$ cat config.mk
export PLATFORM = sky130hd
export DESIGN_NAME = microtile_pwm_bank
export DESIGN_NICKNAME = d
export VERILOG_FILES = /design/src/rtl/microtile_pkg.sv /design/src/rtl/microtile_sync_edge.sv /design/src/rtl/microtile_pwm_bank.sv
export SDC_FILE = /design/constraint.sdc
export NUM_CORES = 1
export LEC_CHECK = 0
export ABC_AREA = 0
export CORE_MARGIN = 2
export CORE_UTILIZATION = 55
export CTS_CLUSTER_SIZE = 25
export DETAILED_ROUTE_END_ITERATION = 6
export PLACE_DENSITY = 0.73
export SYNTH_ARGS = -nofsm -noshare
export SYNTH_HDL_FRONTEND = slang
export SYNTH_SLANG_ARGS = --single-unit
$ cat constraint.sdc
create_clock -name clk -period 5.5 [get_ports clk]
set_clock_uncertainty 0.05 [all_clocks]
set_input_delay 1.1 -clock clk [delete_from_list [all_inputs] [get_ports clk]]
set_output_delay 1.1 -clock clk [all_outputs]
set_load 0.005 [all_outputs]
$ cat src/rtl/microtile_pkg.sv
// microtile_pkg: shared pin-field indices and parameter limits
// for the microtile PWM bank.
package microtile_pkg;

  localparam int WR_BIT   = 7;
  localparam int NIB_BIT  = 6;
  localparam int CH_LSB   = 4;
  localparam int DATA_LSB = 0;
  localparam int DATA_W   = 4;
  localparam int TICK_BIT = 7;

  localparam int MAX_CH       = 4;
  localparam int MIN_CNT_W    = 4;
  localparam int MAX_CNT_W    = 8;
  localparam int MAX_PRESCALE = 256;

endpackage

$ cat src/rtl/microtile_sync_edge.sv
// microtile_sync_edge: W-bit 2-FF synchroniser with rising-edge
// detect on bit EDGE_BIT of the synchronised bus.
module microtile_sync_edge #(
  parameter int W        = 8,
  parameter int EDGE_BIT = W - 1
) (
  input  logic         clk,
  input  logic         rst,
  input  logic [W-1:0] d,
  output logic [W-1:0] q,
  output logic         rise
);

  logic [W-1:0] s1;
  logic         s3;

  always_ff @(posedge clk) begin
    if (rst) begin
      s1 <= '0;
      q  <= '0;
      s3 <= 1'b0;
    end else begin
      s1 <= d;
      q  <= s1;
      s3 <= q[EDGE_BIT];
    end
  end

  assign rise = q[EDGE_BIT] & ~s3;

endmodule

$ cat src/rtl/microtile_pwm_bank.sv
// microtile_pwm_bank: NUM_CH shadow-loaded PWM channels with period tick.
// Define MICROTILE_PWM_PHASE_EN to stagger channel phases.
module microtile_pwm_bank #(
  parameter int NUM_CH   = 4,
  parameter int CNT_W    = 8,
  parameter int PRESCALE = 1
) (
  input  logic       clk,
  input  logic       rst,
  input  logic [7:0] ui_in,
  output logic [7:0] uo_out
);

  import microtile_pkg::*;

  localparam int CH_W  = $clog2(MAX_CH);
  localparam int PRE_W = $clog2(MAX_PRESCALE);
`ifdef MICROTILE_PWM_PHASE_EN
  localparam bit PHASE_EN = 1'b1;
`else
  localparam bit PHASE_EN = 1'b0;
`endif

  logic [7:0]        sync;
  logic              rise;
  logic              wr;
  logic              wr_hi;
  logic [CH_W-1:0]   wr_ch;
  logic [DATA_W-1:0] wr_data;

  logic [PRE_W-1:0] pre;
  logic             tick;
  logic             boundary;
  logic [CNT_W-1:0] cnt;
  logic [CNT_W-1:0] cmp;
  logic [7:0]       out_d;

  logic [CNT_W-1:0] pending [NUM_CH];
  logic [CNT_W-1:0] active  [NUM_CH];

  microtile_sync_edge #(
    .W        (8),
    .EDGE_BIT (WR_BIT)
  ) u_sync (
    .clk  (clk),
    .rst  (rst),
    .d    (ui_in),
    .q    (sync),
    .rise (rise)
  );

  assign wr      = rise & sync[WR_BIT];
  assign wr_hi   = sync[NIB_BIT];
  assign wr_ch   = sync[CH_LSB +: CH_W];
  assign wr_data = sync[DATA_LSB +: DATA_W];

  assign tick     = (pre == PRE_W'(PRESCALE - 1));
  assign boundary = tick && (cnt == '1);

  // High-nibble bits beyond CNT_W fall off in the final truncation.
  function automatic logic [CNT_W-1:0] merge(
    input logic [CNT_W-1:0]  old,
    input logic              hi,
    input logic [DATA_W-1:0] nib
  );
    logic [MAX_CNT_W-1:0] w;
    w = MAX_CNT_W'(old);
    if (hi) w[DATA_W +: DATA_W] = nib;
    else    w[0 +: DATA_W]      = nib;
    return w[CNT_W-1:0];
  endfunction

  always_comb begin
    out_d = '0;
    cmp   = '0;
    out_d[TICK_BIT] = boundary;
    for (int i = 0; i < NUM_CH; i++) begin
      cmp = cnt + (PHASE_EN ? CNT_W'((i << CNT_W) / NUM_CH) : '0);
      out_d[i] = (cmp < active[i]);
    end
  end

  always_ff @(posedge clk) begin
    if (rst) begin
      pre    <= '0;
      cnt    <= '0;
      uo_out <= '0;
      for (int i = 0; i < NUM_CH; i++) begin
        pending[i] <= '0;
        active[i]  <= '0;
      end
    end else begin
      pre    <= tick ? '0 : pre + 1'b1;
      uo_out <= out_d;
      if (tick) cnt <= cnt + 1'b1;
      // Shadow load reads the pre-write pending value on a shared edge.
      for (int i = 0; i < NUM_CH; i++) begin
        if (boundary) active[i] <= pending[i];
        if (wr && wr_ch == CH_W'(i)
            && !(wr_hi && CNT_W <= MIN_CNT_W))
          pending[i] <= merge(pending[i], wr_hi, wr_data);
      end
    end
  end

endmodule

==> run summary <==
I/O pin count: 18
Cell row count: 33
1st-iter DRT viols: 89
RSZ-0062 raised after global routing: false
Worst-Skew Late Latency: 0.37 ns
Post-synthesis sequential area ratio: 0.590
Crit-path cells: clkdlybuf4s50_1, buf_4, or3_1, nor3_1
CTS Buf Count: 9
Worst Path Buf+Inv: 2
Setup Buffers After CTS: 0
Initial DRT Pass Iterations: 6
Worst Tran Pin Value: 1.05 ns
Slowest stage cell, crit path: or3_1
Layout cells sized above 1: 0.0565
Routability-driven placement congestion ratio: 0.790
Core Box Area: 0.00809 sq mm
Mean Syn Cell Area: 11.1 sq um
Yosys reg bits: 102
Lkg Pwr: 0.00198 uW
Root buffer cell: clkbuf_8
Via/cell ratio: 5.26
Depth of the most critical reg-to-reg path: 4
Post-synth EDFFs: 64
Total Neg Setup Slack: 0 ns
Hpwl dp: 5050 um
Worst-path clk slew: 0.11 ns
Ys async rst share: 0
Final hold vios: 0
Yosys top cell area share: 0.423
Worst path max stage delay: 0.88 ns
Fin crit share: 0.541
Cell family with most CP delay: simple AND/OR/NAND/NOR gates
Synth top cells by count: inv_1, edfxtp_1, nor3_1, dfxtp_1, ha_1
Worst vdd rail ir drop: 0.000182 V
H-Tree Level Count: 3
Fmax: 336 MHz
Fin. max-slew vios: 0
Crit path kind: input pin to flip-flop
HP Class: flip-flop to flip-flop
Most common cell in the netlist: inv_1
TritonCTS clock tree: done
Max-cap violations: 0
First-pass GRT wire length: 12300 um
Syn Inst Count: 409
Antenna Cells: 0
DRC Markers: 0
Hold path depth: 1
Final antenna-violating net count: 0
Routed wire length: 7200 um
Area leader, netlist: edfxtp_1
Worst Setup End Kind: flip-flop
Setup-failing EPs final: 0
Core Util, Final: 0.613
Synth Flop Type: edfxtp_1
Crit path time final: 2.98 ns
Starting Density: 0.562
Antenna violations before repair: 0
Final net count: 461
Status: finished clean
GRT Overall Usage: 0.178
Critical path depth in cells: 4
Post_cts resized: 0
Syn Std Cell Area: 0.00455 sq mm
CP required: 5.53 ns
PwrDens: 278 mW/mm^2
Worst slew margin: 0.301
Die area: 0.00901 sq mm
WP data arrival: 3.01 ns
Critical Path Start Type: input pin
Clock buffer depth: 2
Cts hold-fix bufs: 0
Chip width: 94.9 um
Port Buffers: 14
Remaining global-route overflow: 0
Clock sink total: 102
Die H: 94.9 um
Synth unique cells: 37
Number of synthesis warnings: 0
Crit Path Max Fanout: 43
Drt wl/cell: 13.6 um
Largest net degree at the start of global routing: 44
Vias in the first global route: 2660
Area grow syn2layout: 9.06%
Vias after detailed routing: 2788
Main area contributors after synthesis: edfxtp_1, dfxtp_1, ha_1
-- path summary, 6_finish.rpt --
kind,start,end,slack [ns]
max,rst,active[0][7]$_SDFFCE_PN0P_,2.52
min,u_sync.s1[6]$_SDFF_PP0_,u_sync.q[6]$_SDFF_PP0_,0.40
max reg2reg,cnt[0]$_SDFFE_PP0P_,active[0][7]$_SDFFCE_PN0P_,3.18
min reg2reg,u_sync.s1[6]$_SDFF_PP0_,u_sync.q[6]$_SDFF_PP0_,0.40
-- registers in the layout, summed over array words and instances (netlist names) --
name       cells
active        32
pending       32
u_sync.s3      1
uo_out         5
u_sync.s1      8
cnt            8
u_sync.q       8
pre            8
-- cells in the final DEF, fill, tap and decap left out, types with 2 or more instances in the layout --
cell,count
conb_1,3
nor4_1,2
inv_1,68
and3_1,8
clkbuf_8,9
xor2_1,2
dfxtp_1,38
a21o_1,8
or4_1,2
nor2_1,17
edfxtp_1,64
o21ai_0,13
or3_1,6
o2111ai_1,3
a2111oi_0,3
nor2b_1,25
nor3b_1,4
nor3_1,41
nand3_1,8
mux2_1,2
nand2_1,4
buf_4,3
and2_1,10
inv_8,3
mux2_2,2
ha_1,31
nand4_1,5
o31ai_1,2
nor4b_1,2
inv_4,2
clkdlybuf4s50_1,14
a21oi_1,12
-- through the flow --
stage | setup WS [ns] | power [uW] | cell area, sq um | std cells | hold WS (ns)
floorplan | 1.42 | 905 | 4550 | 411 | 0.364
global placement | 2.21 | 928 | 4760 | 514 | 0.367
detailed placement | 2.13 | 932 | 4760 | 514 | 0.375
CTS | 2.53 | 1390 | 4960 | 530 | 0.401
global route | 2.38 | 1430 | 4960 | 530 | 0.421
finish | 2.52 | 1380 | 4960 | 530 | 0.396
-- layer usage --
metal  wire length [um]  track usage
met1               3270        0.226
met2               3560        0.291
met3                279       0.0391
met4                 90       0.0821
met5                  0            0
-- power by group --
| group | total [uW] | switching [uW] | internal (uW) |
|---|---|---|---|
| logic | 64.2 | 34.5 | 29.7 |
| clock network | 463 | 283 | 180 |
| registers | 849 | 14.1 | 835 |
-- worst register-to-register path, delay by kind of cell, from the launching register on --
family        cells  cell delay (ns)
fa+ha+maj         1             0.24
flops             1             0.58
buf+inv           1             0.12
simple gates      2             1.14
-- area by class of cell --
cell class,instances,area [sq um]
repair buffers,17,163
well taps,105,131
clock buffers,9,124
clock inverters,7,71.3
fillers,646,3140
flip-flops and latches,102,2680
multi-input cells,222,1530
inverters,68,255
-- kinds of logic after synthesis --
| logic type | synth area share |
|---|---|
| compound gates | 0.0600 |
| xor+xnor | 0.00578 |
| fa+ha+maj | 0.0853 |
| buf+inv | 0.0779 |
| flops | 0.590 |
| mux | 0.00991 |
| other cells | 0.000825 |
| simple gates | 0.170 |
No activity file was read; power rests on OpenSTA's default activity.
==> patch: new RTL, same flow settings <==
`NUM_CH`: 4 -> 8.
--- a/src/rtl/microtile_pwm_bank.sv
+++ b/src/rtl/microtile_pwm_bank.sv
@@ -3,3 +3,3 @@
 module microtile_pwm_bank #(
-  parameter int NUM_CH   = 4,
+  parameter int NUM_CH   = 8,
   parameter int CNT_W    = 8,
Formal check against the unedited RTL: same outputs for any inputs over 10 cycles, from zero or initial values and one cycle with rst high; that may be too few to reach the edited logic, so the function may still have changed.
==> patch against the unedited design <==
Highest routed layer unchanged; critical endpoint is now active[0][14]$_SDFFCE_PN0P_; sequential cell count grew 50; cell area grew 58%; worst setup slack lost 470 ps; power grew 84%; area after synthesis grew 54%; wire length grew 71%; combinational power grew 84%.
==> patch: results (changes against the unedited design) <==
stage	metric	value	unit	change
clock_tree	cts_buffer_depth	2		unchanged
synth	ys_top_cells_by_count	112 x edfxtp_1, 99 x inv_1, 52 x ha_1		
drt	wl_per_cell	16.1	um	+19%
clock_tree	clkLatencyLatePin	430	ps	+60 ps
synth	async_flop_share	0	%	unchanged
synth	synth.area.top_cells	edfxtp_1 48%, dfxtp_1 11%, ha_1 9.3%		
setup_path	crit_family	simple AND/OR/NAND/NOR gates		
layout	final_layout_size_suffix_gt1_share	13.9	%	+8.2 points
run_status	status	complete, no violations		
global_route	grt_usage	20.2	%	+2.4 points
synth	yosysWarnings	0		unchanged
drt	first_iter_violations	245		+180%
global_route	grt_pass1_vias	3972		+49%
synth	synth-edff-count	112		+75%
drt	drt-pass1-iter-count	4		-2
clock_tree	cts_root_buffer	clkbuf_16		
global_route	antenna_found_initial	0		unchanged
layout	n_fill_cell	980		+52%
clock_tree	cts_made_buffers	17		+8
placement	dp_hpwl	8.12	mm	+61%
global_route	grt_max_degree	57		+30%
global_route	grt_pass1_wl	20.1	mm	+63%
clock_tree	cts.repair.resized	0		unchanged
layout	top_regs	active: 56 flops, pending: 56 flops		
synth	yosysUniqueCellTypes	38		+2.7%
setup_path	crit_path_max_incr_delay	660	ps	-220 ps
drt	viasPerCell	5.25		-0.12%
pwr	leakage	0.00309	uW	+56%
clock_tree	htree_levels	4		+1
placement	place.gp.congestion	0.795		+0.62%
layout	nets	642		+39%
placement	port_buffers	17		+3
clock_tree	post-cts-setup-buffers	0		unchanged
setup_path	cp_max_fo	56		+30%
layout	num_antenna_cells	0		unchanged
pwr	ir_drop	0.212	mV	+17%
min_path	min_path_type	flip-flop to flip-flop		
synth	seq_area_frac_synth	59.6	%	+0.57 points
setup_path	crit_slowest_cell	or4_2		
sta	max-slew-margin-rel	17.2	%	-13 points
setup_path	crit_arrival	3450	ps	+440 ps
clock_tree	cts.reportedPaths.clkPinSlew	60	ps	-50 ps
synth	syn_nets	625		
[patch: power breakdown]
| part | internal, uW | leakage (uW) | switching (uW) |
|---|---|---|---|
| sequential | 1280 | 0.00145 | 24.7 |
| combinational | 48.9 | 0.00137 | 69.2 |
| clock | 630 | 0.000269 | 484 |
[patch: worst paths after layout]
path	startpoint	endpoint	slack, ps	cells past startpoint
min reg2reg	u_sync.s1[5]$_SDFF_PP0_	u_sync.q[5]$_SDFF_PP0_	390	1
max reg2reg	pre[0]$_SDFF_PP0_	active[0][14]$_SDFFCE_PN0P_	2060	7
max	pre[0]$_SDFF_PP0_	active[0][14]$_SDFFCE_PN0P_	2060	7
min	u_sync.s1[5]$_SDFF_PP0_	u_sync.q[5]$_SDFF_PP0_	390	1
[patch: kinds of logic after synthesis]
family / Yosys count / synth area share, %
compound gates: 68 / 6.91
xor+xnor: 3 / 0.376
fa+ha+maj: 52 / 9.31
buf+inv: 121 / 7.11
flops: 152 / 59.6
mux: 5 / 0.806
simple gates: 162 / 15.9
[patch: final cells by class]
class	instances	area [um2]	area share (%)
Tap cell	172	215	2.74
Sequential cell	152	4160	53.1
Clock inverter	14	139	1.77
Clock buffer	17	425	5.42
Timing Repair Buffer	20	188	2.39
Inverter	99	372	4.74
Multi-Input combinational cell	290	2340	29.9
[patch: layer usage]
metal / up-vias / track usage (%) / wire (um)
li1: 1993 / - / -
met1: 1932 / 25.6 / 5610
met2: 63 / 31.9 / 5980
met3: 26 / 5.24 / 388
met4: 0 / 10.5 / 320
met5: - / 0 / 0
[patch: per-stage QoR]
step / cell area [um2] / std cells / worst slack [ps]
after global placement: 7280 / 733 / 2130
after global routing: 7850 / 764 / 1900
final: 7850 / 764 / 2060
after detailed placement: 7280 / 733 / 2030
after floorplan: 6990 / 563 / 613
after CTS: 7850 / 764 / 2050
